==> src/rtl/ntable_loader_pkg.sv <==
// Shared definitions for the name table loader: state encoding, command byte
// defaults, parameter defaults and NES name table geometry.
package ntable_loader_pkg;

   localparam int          C_MEMW_DEF    = 8;
   localparam int          C_AW_DEF      = 10;
   localparam int          C_NBYTES_DEF  = 1024;
   localparam int          C_TIMEOUT_DEF = 1000000;
   localparam logic [7:0]  C_SYNC_DEF    = 8'hA5;
   localparam logic [7:0]  C_CLR_DEF     = 8'h5A;

   // 32x30 tiles; the attribute table follows the tile indices directly.
   localparam int          NT_COLS       = 32;
   localparam int          NT_ROWS       = 30;
   localparam logic [9:0]  NT_ATTR_BASE  = 10'(NT_COLS * NT_ROWS);

   typedef enum logic [1:0] {
      ST_IDLE     = 2'd0,
      ST_LOAD     = 2'd1,
      ST_CLR_WAIT = 2'd2,
      ST_FILL     = 2'd3
   } state_t;

endpackage

==> src/rtl/ntable_loader_if.sv <==
// UART byte input and name table write port of the loader, bundled as one
// interface; the loader side uses the slave modport.
interface ntable_loader_if #(
   parameter int C_MEMW = 8,
   parameter int C_AW   = 10
);
   logic [C_MEMW-1:0] rx_dato;
   logic              rx_listo;
   logic [C_AW-1:0]   addr_ntable_wr;
   logic [C_MEMW-1:0] d_ntable_wr;
   logic              we_ntable;
   logic              cargando;
   logic              fin;
   logic              error;

   modport master (
      output rx_dato, rx_listo,
      input  addr_ntable_wr, d_ntable_wr, we_ntable, cargando, fin, error
   );

   modport slave (
      input  rx_dato, rx_listo,
      output addr_ntable_wr, d_ntable_wr, we_ntable, cargando, fin, error
   );
endinterface

==> src/rtl/ntable_loader_cnt_timeout.sv <==
// Inter-byte watchdog: counts idle cycles while enabled, clears on request,
// and flags the terminal count (C_TIMEOUT-1) until cleared.
module ntable_loader_cnt_timeout #(
   parameter int C_TIMEOUT = 1000000
) (
   input  logic clk,
   input  logic rst,
   input  logic clr_i,
   input  logic en_i,
   output logic tc_o
);
   localparam int W = $clog2(C_TIMEOUT + 1);

   logic [W-1:0] cnt_q;

   assign tc_o = (cnt_q == W'(C_TIMEOUT - 1));

   always_ff @(posedge clk or negedge rst) begin
      if (!rst) begin
         cnt_q <= '0;
      end else if (clr_i) begin
         cnt_q <= '0;
      end else if (en_i && !tc_o) begin
         cnt_q <= cnt_q + 1'b1;
      end
   end
endmodule

==> src/rtl/ntable_loader.sv <==
// Writer side of the NES name table RAM: loads C_NBYTES bytes from the UART
// after a sync byte. Optional fill command built only with NTABLE_CLR_EN.
//
// state       | meaning
// ST_IDLE     | waiting for a command byte
// ST_LOAD     | each received byte is written at the next address
// ST_CLR_WAIT | fill command seen, waiting for the fill value
// ST_FILL     | writing the fill value to every address, one per clk
module ntable_loader
   import ntable_loader_pkg::*;
#(
   parameter int              C_MEMW    = C_MEMW_DEF,
   parameter int              C_AW      = C_AW_DEF,
   parameter int              C_NBYTES  = C_NBYTES_DEF,
   parameter int              C_TIMEOUT = C_TIMEOUT_DEF,
   parameter logic [C_MEMW-1:0] C_SYNC  = C_MEMW'(C_SYNC_DEF)
`ifdef NTABLE_CLR_EN
   ,parameter logic [C_MEMW-1:0] C_CLR  = C_MEMW'(C_CLR_DEF)
`endif
) (
   input  logic         clk,
   input  logic         rst,
   ntable_loader_if.slave bus
);
   localparam logic [C_AW:0] LAST = (C_AW+1)'(C_NBYTES - 1);

   state_t            state_q;
   logic [C_AW:0]     cnt_q;
   logic [C_AW-1:0]   addr_q;
   logic [C_MEMW-1:0] data_q;
   logic              we_q;
   logic              carg_q;
   logic              fin_q;
   logic              err_q;
`ifdef NTABLE_CLR_EN
   logic [C_MEMW-1:0] fill_q;
`endif

   logic tmo_en, tmo_clr, tmo_tc;

   // A byte arriving on the expiry cycle clears the watchdog, so it wins.
   assign tmo_en  = (state_q == ST_LOAD) || (state_q == ST_CLR_WAIT);
   assign tmo_clr = bus.rx_listo || !tmo_en;

   ntable_loader_cnt_timeout #(.C_TIMEOUT(C_TIMEOUT)) u_tmo (
      .clk   (clk),
      .rst   (rst),
      .clr_i (tmo_clr),
      .en_i  (tmo_en),
      .tc_o  (tmo_tc)
   );

   assign bus.addr_ntable_wr = addr_q;
   assign bus.d_ntable_wr    = data_q;
   assign bus.we_ntable      = we_q;
   assign bus.cargando       = carg_q;
   assign bus.fin            = fin_q;
   assign bus.error          = err_q;

   always_ff @(posedge clk or negedge rst) begin
      if (!rst) begin
         state_q <= ST_IDLE;
         cnt_q   <= '0;
         addr_q  <= '0;
         data_q  <= '0;
         we_q    <= 1'b0;
         carg_q  <= 1'b0;
         fin_q   <= 1'b0;
         err_q   <= 1'b0;
`ifdef NTABLE_CLR_EN
         fill_q  <= '0;
`endif
      end else begin
         we_q  <= 1'b0;
         fin_q <= 1'b0;
         case (state_q)
            ST_IDLE: begin
               if (bus.rx_listo) begin
                  if (bus.rx_dato == C_SYNC) begin
                     state_q <= ST_LOAD;
                     cnt_q   <= '0;
                     err_q   <= 1'b0;
                     carg_q  <= 1'b1;
                  end
`ifdef NTABLE_CLR_EN
                  else if (bus.rx_dato == C_CLR) begin
                     state_q <= ST_CLR_WAIT;
                     err_q   <= 1'b0;
                     carg_q  <= 1'b1;
                  end
`endif
               end
            end
            ST_LOAD: begin
               if (bus.rx_listo) begin
                  we_q   <= 1'b1;
                  addr_q <= cnt_q[C_AW-1:0];
                  data_q <= bus.rx_dato;
                  cnt_q  <= cnt_q + 1'b1;
                  if (cnt_q == LAST) begin
                     fin_q   <= 1'b1;
                     state_q <= ST_IDLE;
                     carg_q  <= 1'b0;
                  end
               end else if (tmo_tc) begin
                  state_q <= ST_IDLE;
                  err_q   <= 1'b1;
                  carg_q  <= 1'b0;
               end
            end
`ifdef NTABLE_CLR_EN
            ST_CLR_WAIT: begin
               if (bus.rx_listo) begin
                  fill_q  <= bus.rx_dato;
                  cnt_q   <= '0;
                  state_q <= ST_FILL;
               end else if (tmo_tc) begin
                  state_q <= ST_IDLE;
                  err_q   <= 1'b1;
                  carg_q  <= 1'b0;
               end
            end
            ST_FILL: begin
               we_q   <= 1'b1;
               addr_q <= cnt_q[C_AW-1:0];
               data_q <= fill_q;
               cnt_q  <= cnt_q + 1'b1;
               if (cnt_q == LAST) begin
                  fin_q   <= 1'b1;
                  state_q <= ST_IDLE;
                  carg_q  <= 1'b0;
               end
            end
`endif
            default: begin
               state_q <= ST_IDLE;
               carg_q  <= 1'b0;
            end
         endcase
      end
   end
endmodule
==> src/flat_wrapper.sv <==
// flat-port wrapper written by rule: the top's interface ports become plain ports
module ntable_loader_flat import ntable_loader_pkg::*;
#(
   parameter int              C_MEMW    = C_MEMW_DEF,
   parameter int              C_AW      = C_AW_DEF,
   parameter int              C_NBYTES  = C_NBYTES_DEF,
   parameter int              C_TIMEOUT = C_TIMEOUT_DEF,
   parameter logic [C_MEMW-1:0] C_SYNC  = C_MEMW'(C_SYNC_DEF)

)
  (clk, rst, bus_rx_dato, bus_rx_listo, bus_addr_ntable_wr, bus_d_ntable_wr, bus_we_ntable, bus_cargando, bus_fin, bus_error);
  ntable_loader_if #(.C_MEMW(C_MEMW), .C_AW(C_AW)) bus_i ();
  input  logic clk;
  input  logic rst;
  input wire logic [$bits(bus_i.rx_dato)-1:0] bus_rx_dato;
  input wire logic [$bits(bus_i.rx_listo)-1:0] bus_rx_listo;
  output wire logic [$bits(bus_i.addr_ntable_wr)-1:0] bus_addr_ntable_wr;
  output wire logic [$bits(bus_i.d_ntable_wr)-1:0] bus_d_ntable_wr;
  output wire logic [$bits(bus_i.we_ntable)-1:0] bus_we_ntable;
  output wire logic [$bits(bus_i.cargando)-1:0] bus_cargando;
  output wire logic [$bits(bus_i.fin)-1:0] bus_fin;
  output wire logic [$bits(bus_i.error)-1:0] bus_error;
  assign bus_i.rx_dato = bus_rx_dato;
  assign bus_i.rx_listo = bus_rx_listo;
  assign bus_addr_ntable_wr = bus_i.addr_ntable_wr;
  assign bus_d_ntable_wr = bus_i.d_ntable_wr;
  assign bus_we_ntable = bus_i.we_ntable;
  assign bus_cargando = bus_i.cargando;
  assign bus_fin = bus_i.fin;
  assign bus_error = bus_i.error;
  ntable_loader #(.C_MEMW(C_MEMW), .C_AW(C_AW), .C_NBYTES(C_NBYTES), .C_TIMEOUT(C_TIMEOUT), .C_SYNC(C_SYNC)) u_core (.clk(clk), .rst(rst), .bus(bus_i));
endmodule
==> config.mk <==
export PLATFORM = sky130hd
export DESIGN_NAME = ntable_loader_flat
export DESIGN_NICKNAME = d
export VERILOG_FILES = /design/src/rtl/ntable_loader_pkg.sv /design/src/rtl/ntable_loader_if.sv /design/src/rtl/ntable_loader_cnt_timeout.sv /design/src/rtl/ntable_loader.sv /design/src/flat_wrapper.sv
export SDC_FILE = /design/constraint.sdc
export NUM_CORES = 1
export LEC_CHECK = 0
export CORE_UTILIZATION = 60
export CTS_BUF_LIST = sky130_fd_sc_hd__clkbuf_4
export DETAILED_ROUTE_END_ITERATION = 8
export PLACE_DENSITY_LB_ADDON = 0.25
export RECOVER_POWER = 25
export SLEW_MARGIN = 15
export SYNTH_ARGS = -nofsm -noshare
export SYNTH_HDL_FRONTEND = slang
export SYNTH_SLANG_ARGS = --single-unit
==> constraint.sdc <==
create_clock -name clk -period 6 [get_ports clk]
set_input_delay 1.2 -clock clk [delete_from_list [all_inputs] [get_ports clk]]
set_output_delay 1.2 -clock clk [all_outputs]
set_load 0.005 [all_outputs]
# [Word-level counts from Yosys, hierarchy flattened]
# Cells that the tools add are included.
[op_classes] add_sub_neg=2 n_eq_ne=12 muxes=28 n_reduce_logical=12
[op_table] cell="$mux W20" n=2
[op_table] cell="$mux W11" n=3
[op_table] cell="$pmux W11 S2" n=1
[op_table] cell="$add A20 B1 Y20 const B" n=1
[op_table] cell="$eq A20 B20 Y1 const B" n=1
[op_table] cell="$mux W1" n=14
[op_table] cell="$add A11 B1 Y11 const B" n=1
[op_table] cell="$eq A11 B10 Y1 const B" n=1
[op_table] cell="$mux W2" n=5
[op_table] cell="$eq A8 B8 Y1 const B" n=1
[op_table] cell="$ne A2 B2 Y1 const B" n=4
[op_table] cell="$reduce_and A4 Y1" n=2
[op_table] cell="$ne A3 B3 Y1 const B" n=2
[op_table] cell="$reduce_and A5 Y1" n=1
[op_table] cell="$pmux W1 S2" n=2
[op_table] cell="$pmux W2 S2" n=1
[op_table] cell="$reduce_bool A2 Y1" n=2
[op_table] cell="$eq A2 B1 Y1 const B" n=1
[op_table] cell="$eq A2 B2 Y1 const B" n=1
[op_table] cell="$logic_not A1 Y1" n=2
[op_table] cell="$logic_not A2 Y1" n=1
[op_table] cell="$logic_or A1 B1 Y1" n=2
[op_table] cell="$ne A2 B1 Y1 const B" n=1
[op_table] cell="$reduce_and A2 Y1" n=1
[op_table] cell="$logic_and A1 B1 Y1" n=1
[totals] register_bits=55 inputBits=11 output_inout_bits=22 elab_cells=63

# [Depth between registers and ports, before layout]
[depth] word_depth=5 mapped_depth=6 ltp_nobuf=5

# [Modules after synthesis]
# From an unflattened synthesis, not the netlist that was laid out.
[unflattened] hier_cells=266 area_unflattened_um2=2541.2
[by_module_without_submodules] mod="ntable_loader" n_inst=1 cells_per_inst=153 area_each_um2=1442.6 seq_area_each_um2=825.8
[by_module_without_submodules] mod="ntable_loader_cnt_timeout" n_inst=1 cells_per_inst=113 area_each_um2=1098.6 seq_area_each_um2=500.5

# [Least setup slack after synthesis]
# Ideal clock, no wire load.
[synth_path] path_type="input -> register" from="input port bus_rx_dato[4]" to="register u_core.cnt_q[5]" setup_time_ns=0.134 arrival_ns=2.078 required_time_ns=5.866 setup_slack_ns=3.788 stages=5 path_buffers=1 cell_sequence="nor4bb_1 -> a31oi_1 -> clkbuf_1 -> o21ai_0 -> o41ai_1"
[synth_via] elab_chain_cells=3
[synth_lines] item="from (decl)" line_no="flat_wrapper.sv:15" text="input wire logic [$bits(bus_i.rx_dato)-1:0] bus_rx_dato;"
[synth_lines] item="$eq A8 B8 Y1" line_no="ntable_loader.sv:79" text="if (bus.rx_dato == C_SYNC) begin"
[synth_lines] item="$ne A2 B1 Y1 (no source line)"
[synth_lines] item="$reduce_and A4 Y1 (no source line)"
[synth_lines] item="to (signal assigned)" line_no="ntable_loader.sv:99" text="cnt_q <= cnt_q + 1'b1;"
[synth_lines] item="to (decl)" line_no="ntable_loader.sv:28" text="logic [C_AW:0] cnt_q;"
# No other way between the ends.
# A chain may end at the register's enable or synchronous reset.

# [Worst setup path after layout]
[layout_path] from="input port bus_rx_listo" to="register u_core.cnt_q[3]"
[layout_via] elab_chain_cells=2 word_cells_on_any_way=3 classes_between="eq/ne: 2; reduce/logical: 1"
[layout_lines] item="from (decl)" line_no="flat_wrapper.sv:16" text="input wire logic [$bits(bus_i.rx_listo)-1:0] bus_rx_listo;"
[layout_lines] item="$ne A2 B2 Y1 (no source line)"
[layout_lines] item="$reduce_and A4 Y1 (no source line) *"
# Every way passes the cells marked *; elsewhere a longest branch is shown, timed or not.

==> impl_summary.txt <==
----------------------------------------------------
[Pwr]
  Flop pwr share ... 0.634
  Leakage component of the power ... around 1.3 nW
  Fraction of power consumed by the clock network ... 0.236
  Internal power contribution ... between 0.4 and 0.5 mW
  Largest vdd supply drop ... between 0.15 and 0.2 mV
  Power density over the cells ... 220 nW/µm²
  Reported net switching power ... 0.165 mW
  Switching Fraction ... 0.260
  Combinational cell fraction of total power ... 0.130

[Route]
  Drt via density ... 5.87
  Overall via count from detail_route ... 2048
  Final routed wirelength across all metal layers ... 4.95 mm
  Number of DRC violations after detailed routing ... 0
  Initial detailed-routing violation count ... 151
  Drt pass-1 iters ... 4
  Post-detailed-route count of antenna-violating nets ... 0
  Average wire length per cell after detail routing ... 14.2 µm

[Critical path]
  Worst Setup End Kind ... flop
  Endpoint required time on the critical path ... 6270 ps
  Crit path to ... u_core.cnt_q[3]$_DFFE_PN0P_
  Critical path startpoint category ... input port
  Start-to-end type of the worst setup path ... input port to flop
  Critical register-to-register path startpoint ... u_core.state_q[0]$_DFFE_PN0P_
  Reg2Reg Depth ... 5
  Internal reg-to-reg setup slack ... 2820 ps
  Peak per-stage delay on the critical path ... 880 ps
  Standard cell with the maximum stage delay on the critical path ... sky130_fd_sc_hd__a31oi_1
  Data arrival time of the critical path ... 4310 ps
  Reg2Reg Capture Point ... u_core.cnt_q[3]$_DFFE_PN0P_
  Sequence of cells on the critical path ... clkdlybuf4s50_1, nand2_1, inv_1, a31oi_1, o21ai_0, o31ai_1
  Worst-path maximum fanout ... 34
  Start point of the critical path ... bus_rx_listo

[Synth]
  Number of flops mapped to enable cells by yosys ... 0
  Most area-consuming cells after synthesis ... sky130_fd_sc_hd__dfrtp_1 (53%), sky130_fd_sc_hd__nand2_1 (11%), sky130_fd_sc_hd__o21ai_0 (4.2%), sky130_fd_sc_hd__nand3_1 (2.2%), sky130_fd_sc_hd__a21oi_1 (2.0%)
  Share of the yosys chip area belonging to registers ... 0.533
  Proportion of netlist area held by the largest area contributor ... 0.533
  Ys Warns ... 0
  Synthesized area per cell ... 9.28 µm²
  Cell type contributing the most total cell area after synthesis ... sky130_fd_sc_hd__dfrtp_1
  Post-synthesis cell count ... around 270
  Prevailing post-synth register cell ... sky130_fd_sc_hd__dfrtp_1
  Syn nets ... 281
  Count of unique library cells instantiated by Yosys ... 45
  Async set or reset register ratio after synthesis ... 1.00
  Syn Std Cell Area ... 2490 µm²
  FF+latch count, synth ... 53

[Place]
  Placer congestion estimate ... 0.841
  IO Port Bufs ... 32
  Dpl cell area ... 2840 µm²
  Detailed placer's ending HPWL ... 3.38 mm
  Worst Setup Slack post-DPL ... 1610 ps

[GRT]
  Maximum number of pins on one net before global-route repair ... 54
  Number of antenna violations at the first check in global routing ... 0
  Via count of the first global-routing pass ... roughly 1900
  Global-route total usage across every layer ... 0.255
  GRT met2 Usage ... 0.397
  GRT Max-Usage Layer ... met2
  Grt total ovfl ... 0
  Met1 global-route usage ... 0.346
  Wire length of the first global-routing pass ... 8.40 mm
  Fraction of met3 tracks used by global routing ... 0.0707

[Die]
  Die Y-Extent ... roughly 66 µm
  Effective utilization at floorplan ... 0.622
  Die Area ... 4400 µm²
  Horizontal die dimension ... between 60 and 70 µm
  Std-Cell Rows ... 23
  Standard cell core area ... 4000 µm²
  Boundary Pins ... 33

[STA]
  Relative slew margins ... -0.831
  Number of hold violations in the final report ... 0
  Worst Slack Setup Final ... 1960 ps
  Slew at the pin closest to its max-slew limit ... 2750 ps
  Worst-case hold slack ... between 400 and 500 ps
  Pins over their slew limit ... 54
  RSZ-0062 raised after global routing ... false
  Achievable Freq ... about 250 MHz
  Number of failing setup endpoints in the final timing report ... 0
  Final Cycle Share ... 0.674
  Final total negative setup slack ... 0 ps
  Clock Skews ... 7.68 ps
  Period minus WS final ... approximately 4000 ps

[Clocking]
  Clock transition time at the flip-flop clock pins of the worst setup and hold paths ... 140 ps
  Total setup buffers inserted after CTS ... 0
  Buffer levels on the longest clock path ... 2
  CTS Buf Count ... 5
  CTS root buf ... sky130_fd_sc_hd__clkbuf_4
  Number of clock sinks ... 53
  Hold buffer count at CTS ... 0
  CTS H-tree lvls ... 2
  Skew-Pair Late Insertion Delay ... between 300 and 400 ps
  Resized cells post-CTS ... 0
  TritonCTS clock tree ... built

[Outcome]
  Result of the run ... finished with violations
  Failing checks ... capacitance limit, slew limit

[Cells and area]
  Number of diodes added for antenna fixing ... 0
  Layout Cell Area excl Fill ... 2880 µm²
  Fraction of layout cells with a size suffix above 1 ... 0.0569
  Layout area overhead ... 15.9%
  # fillers ... 335
  Final net count ... between 300 and 400

[Run]
  Number of max-capacitance violations reported ... 1

[Worst hold path]
  Worst min path class ... flop to flop

----------------------------------------------------
cell families after synthesis:
| family | synth area share |
|---|---|
| adder cells (fa/ha/maj) | 0.0101 |
| AND/OR/NAND/NOR | 0.276 |
| buffers and inverters | 0.0216 |
| multiplexers | 0.0161 |
| AO/OA/AOI/OAI | 0.129 |
| flip-flops | 0.533 |
| XOR/XNOR | 0.0141 |
critical path: cells and delay by family:
kind                   cells  cell delay (ps)
AOI/OAI and AO/OA          3             1220
buffers and inverters      2             1100
and+or+nand+nor            1              780
layout make-up:
class | count | area (µm²) | share of cell area
Sequential cell | 53 | 1330 | 0.460
Clock buffer | 6 | 45.0 | 0.0156
Clock inverter | 1 | 3.75 | 0.00130
Inverter | 5 | 18.8 | 0.00651
Tap cell | 50 | 62.6 | 0.0217
Timing Repair Buffer | 33 | 319 | 0.111
Multi-Input combinational cell | 201 | 1110 | 0.384
worst min-delay path by stage:
stage,start,to,slack [ps],cells after the start
finish,u_core.bus.addr_ntable_wr[4]$_DFFE_PN0P_,u_core.bus.addr_ntable_wr[4]$_DFFE_PN0P_,490,2
global route,u_core.bus.addr_ntable_wr[2]$_DFFE_PN0P_,u_core.bus.addr_ntable_wr[2]$_DFFE_PN0P_,520,2
CTS,u_core.bus.addr_ntable_wr[4]$_DFFE_PN0P_,u_core.bus.addr_ntable_wr[4]$_DFFE_PN0P_,500,2
detailed placement,u_core.bus.addr_ntable_wr[4]$_DFFE_PN0P_,u_core.bus.addr_ntable_wr[4]$_DFFE_PN0P_,460,2
global placement,u_core.bus.addr_ntable_wr[1]$_DFFE_PN0P_,u_core.bus.addr_ntable_wr[1]$_DFFE_PN0P_,460,2
floorplan,u_core.cnt_q[10]$_DFFE_PN0P_,u_core.bus.fin$_DFF_PN0_,460,1
metal layers:
metal | vias up | share of wire
li1 | 1015 | -
met1 | 958 | 0.47
met2 | 68 | 0.46
met3 | 7 | 0.060
met4 | 0 | 0.011
met5 | - | 0
synth_stat cells (3+ instances only):
master,number
sky130_fd_sc_hd__nor4_1,5
sky130_fd_sc_hd__and3_1,3
sky130_fd_sc_hd__clkbuf_1,7
sky130_fd_sc_hd__a31oi_1,5
sky130_fd_sc_hd__o21ai_0,21
sky130_fd_sc_hd__inv_1,5
sky130_fd_sc_hd__nand4_1,5
sky130_fd_sc_hd__nand3_1,11
sky130_fd_sc_hd__xnor2_1,3
sky130_fd_sc_hd__or4_1,5
sky130_fd_sc_hd__nand2_1,71
sky130_fd_sc_hd__dfrtp_1,53
sky130_fd_sc_hd__nor2_1,9
sky130_fd_sc_hd__a21oi_1,10
sky130_fd_sc_hd__mux2i_1,4
sky130_fd_sc_hd__or3_1,3
sky130_fd_sc_hd__nor3_1,6
sky130_fd_sc_hd__o21a_1,3
sky130_fd_sc_hd__o31ai_1,4
sky130_fd_sc_hd__or2_2,3
per-stage QoR:
step / cells / power, mW / util
after global placement: 342 / 0.487 / 0.709
after detailed placement: 342 / 0.492 / 0.709
after global routing: 349 / 0.665 / 0.720
final: 349 / 0.634 / 0.720
after CTS: 349 / 0.639 / 0.721
after floorplan: 268 / 0.440 / -
sequential cells by signal (all words and copies together) (netlist names):
name                       flops
u_core.bus.addr_ntable_wr     10
u_core.bus.d_ntable_wr         8
u_core.bus.error               1
u_core.bus.fin                 1
u_core.bus.we_ntable           1
u_core.cnt_q                  11
u_core.state_q                 1
u_core.u_tmo.cnt_q            20
power by group through the flow:
stage          clock network [mW]  logic, mW  registers [mW]
6_report                    0.150     0.0822           0.402
5_1_grt                     0.164     0.0945           0.406
4_1_cts                     0.154     0.0836           0.401
3_5_place_dp                    0     0.0833           0.408
3_3_place_gp                    0     0.0806           0.407
2_1_floorplan                   0     0.0360           0.405
cells in the final DEF (no fill, tap or decap), types with 2 or more instances in the layout:
master and count:
sky130_fd_sc_hd__a211oi_1 2, sky130_fd_sc_hd__a21oi_1 10, sky130_fd_sc_hd__a22o_1 2, sky130_fd_sc_hd__a31oi_1 5, sky130_fd_sc_hd__and2_1 2, sky130_fd_sc_hd__and3_1 3
sky130_fd_sc_hd__and4_1 2, sky130_fd_sc_hd__clkbuf_4 6, sky130_fd_sc_hd__clkdlybuf4s50_1 31, sky130_fd_sc_hd__dfrtp_1 53, sky130_fd_sc_hd__ha_1 2, sky130_fd_sc_hd__inv_1 5
sky130_fd_sc_hd__mux2i_1 4, sky130_fd_sc_hd__nand2_1 71, sky130_fd_sc_hd__nand3_1 11, sky130_fd_sc_hd__nand4_1 5, sky130_fd_sc_hd__nor2_1 9, sky130_fd_sc_hd__nor3_1 6
sky130_fd_sc_hd__nor4_1 5, sky130_fd_sc_hd__nor4bb_1 2, sky130_fd_sc_hd__o21a_1 3, sky130_fd_sc_hd__o21ai_0 21, sky130_fd_sc_hd__o31ai_1 4, sky130_fd_sc_hd__or2_2 3
sky130_fd_sc_hd__or3_1 3, sky130_fd_sc_hd__or3_2 2, sky130_fd_sc_hd__or4_1 5, sky130_fd_sc_hd__xnor2_1 3
(Power assumes the default switching activity.)
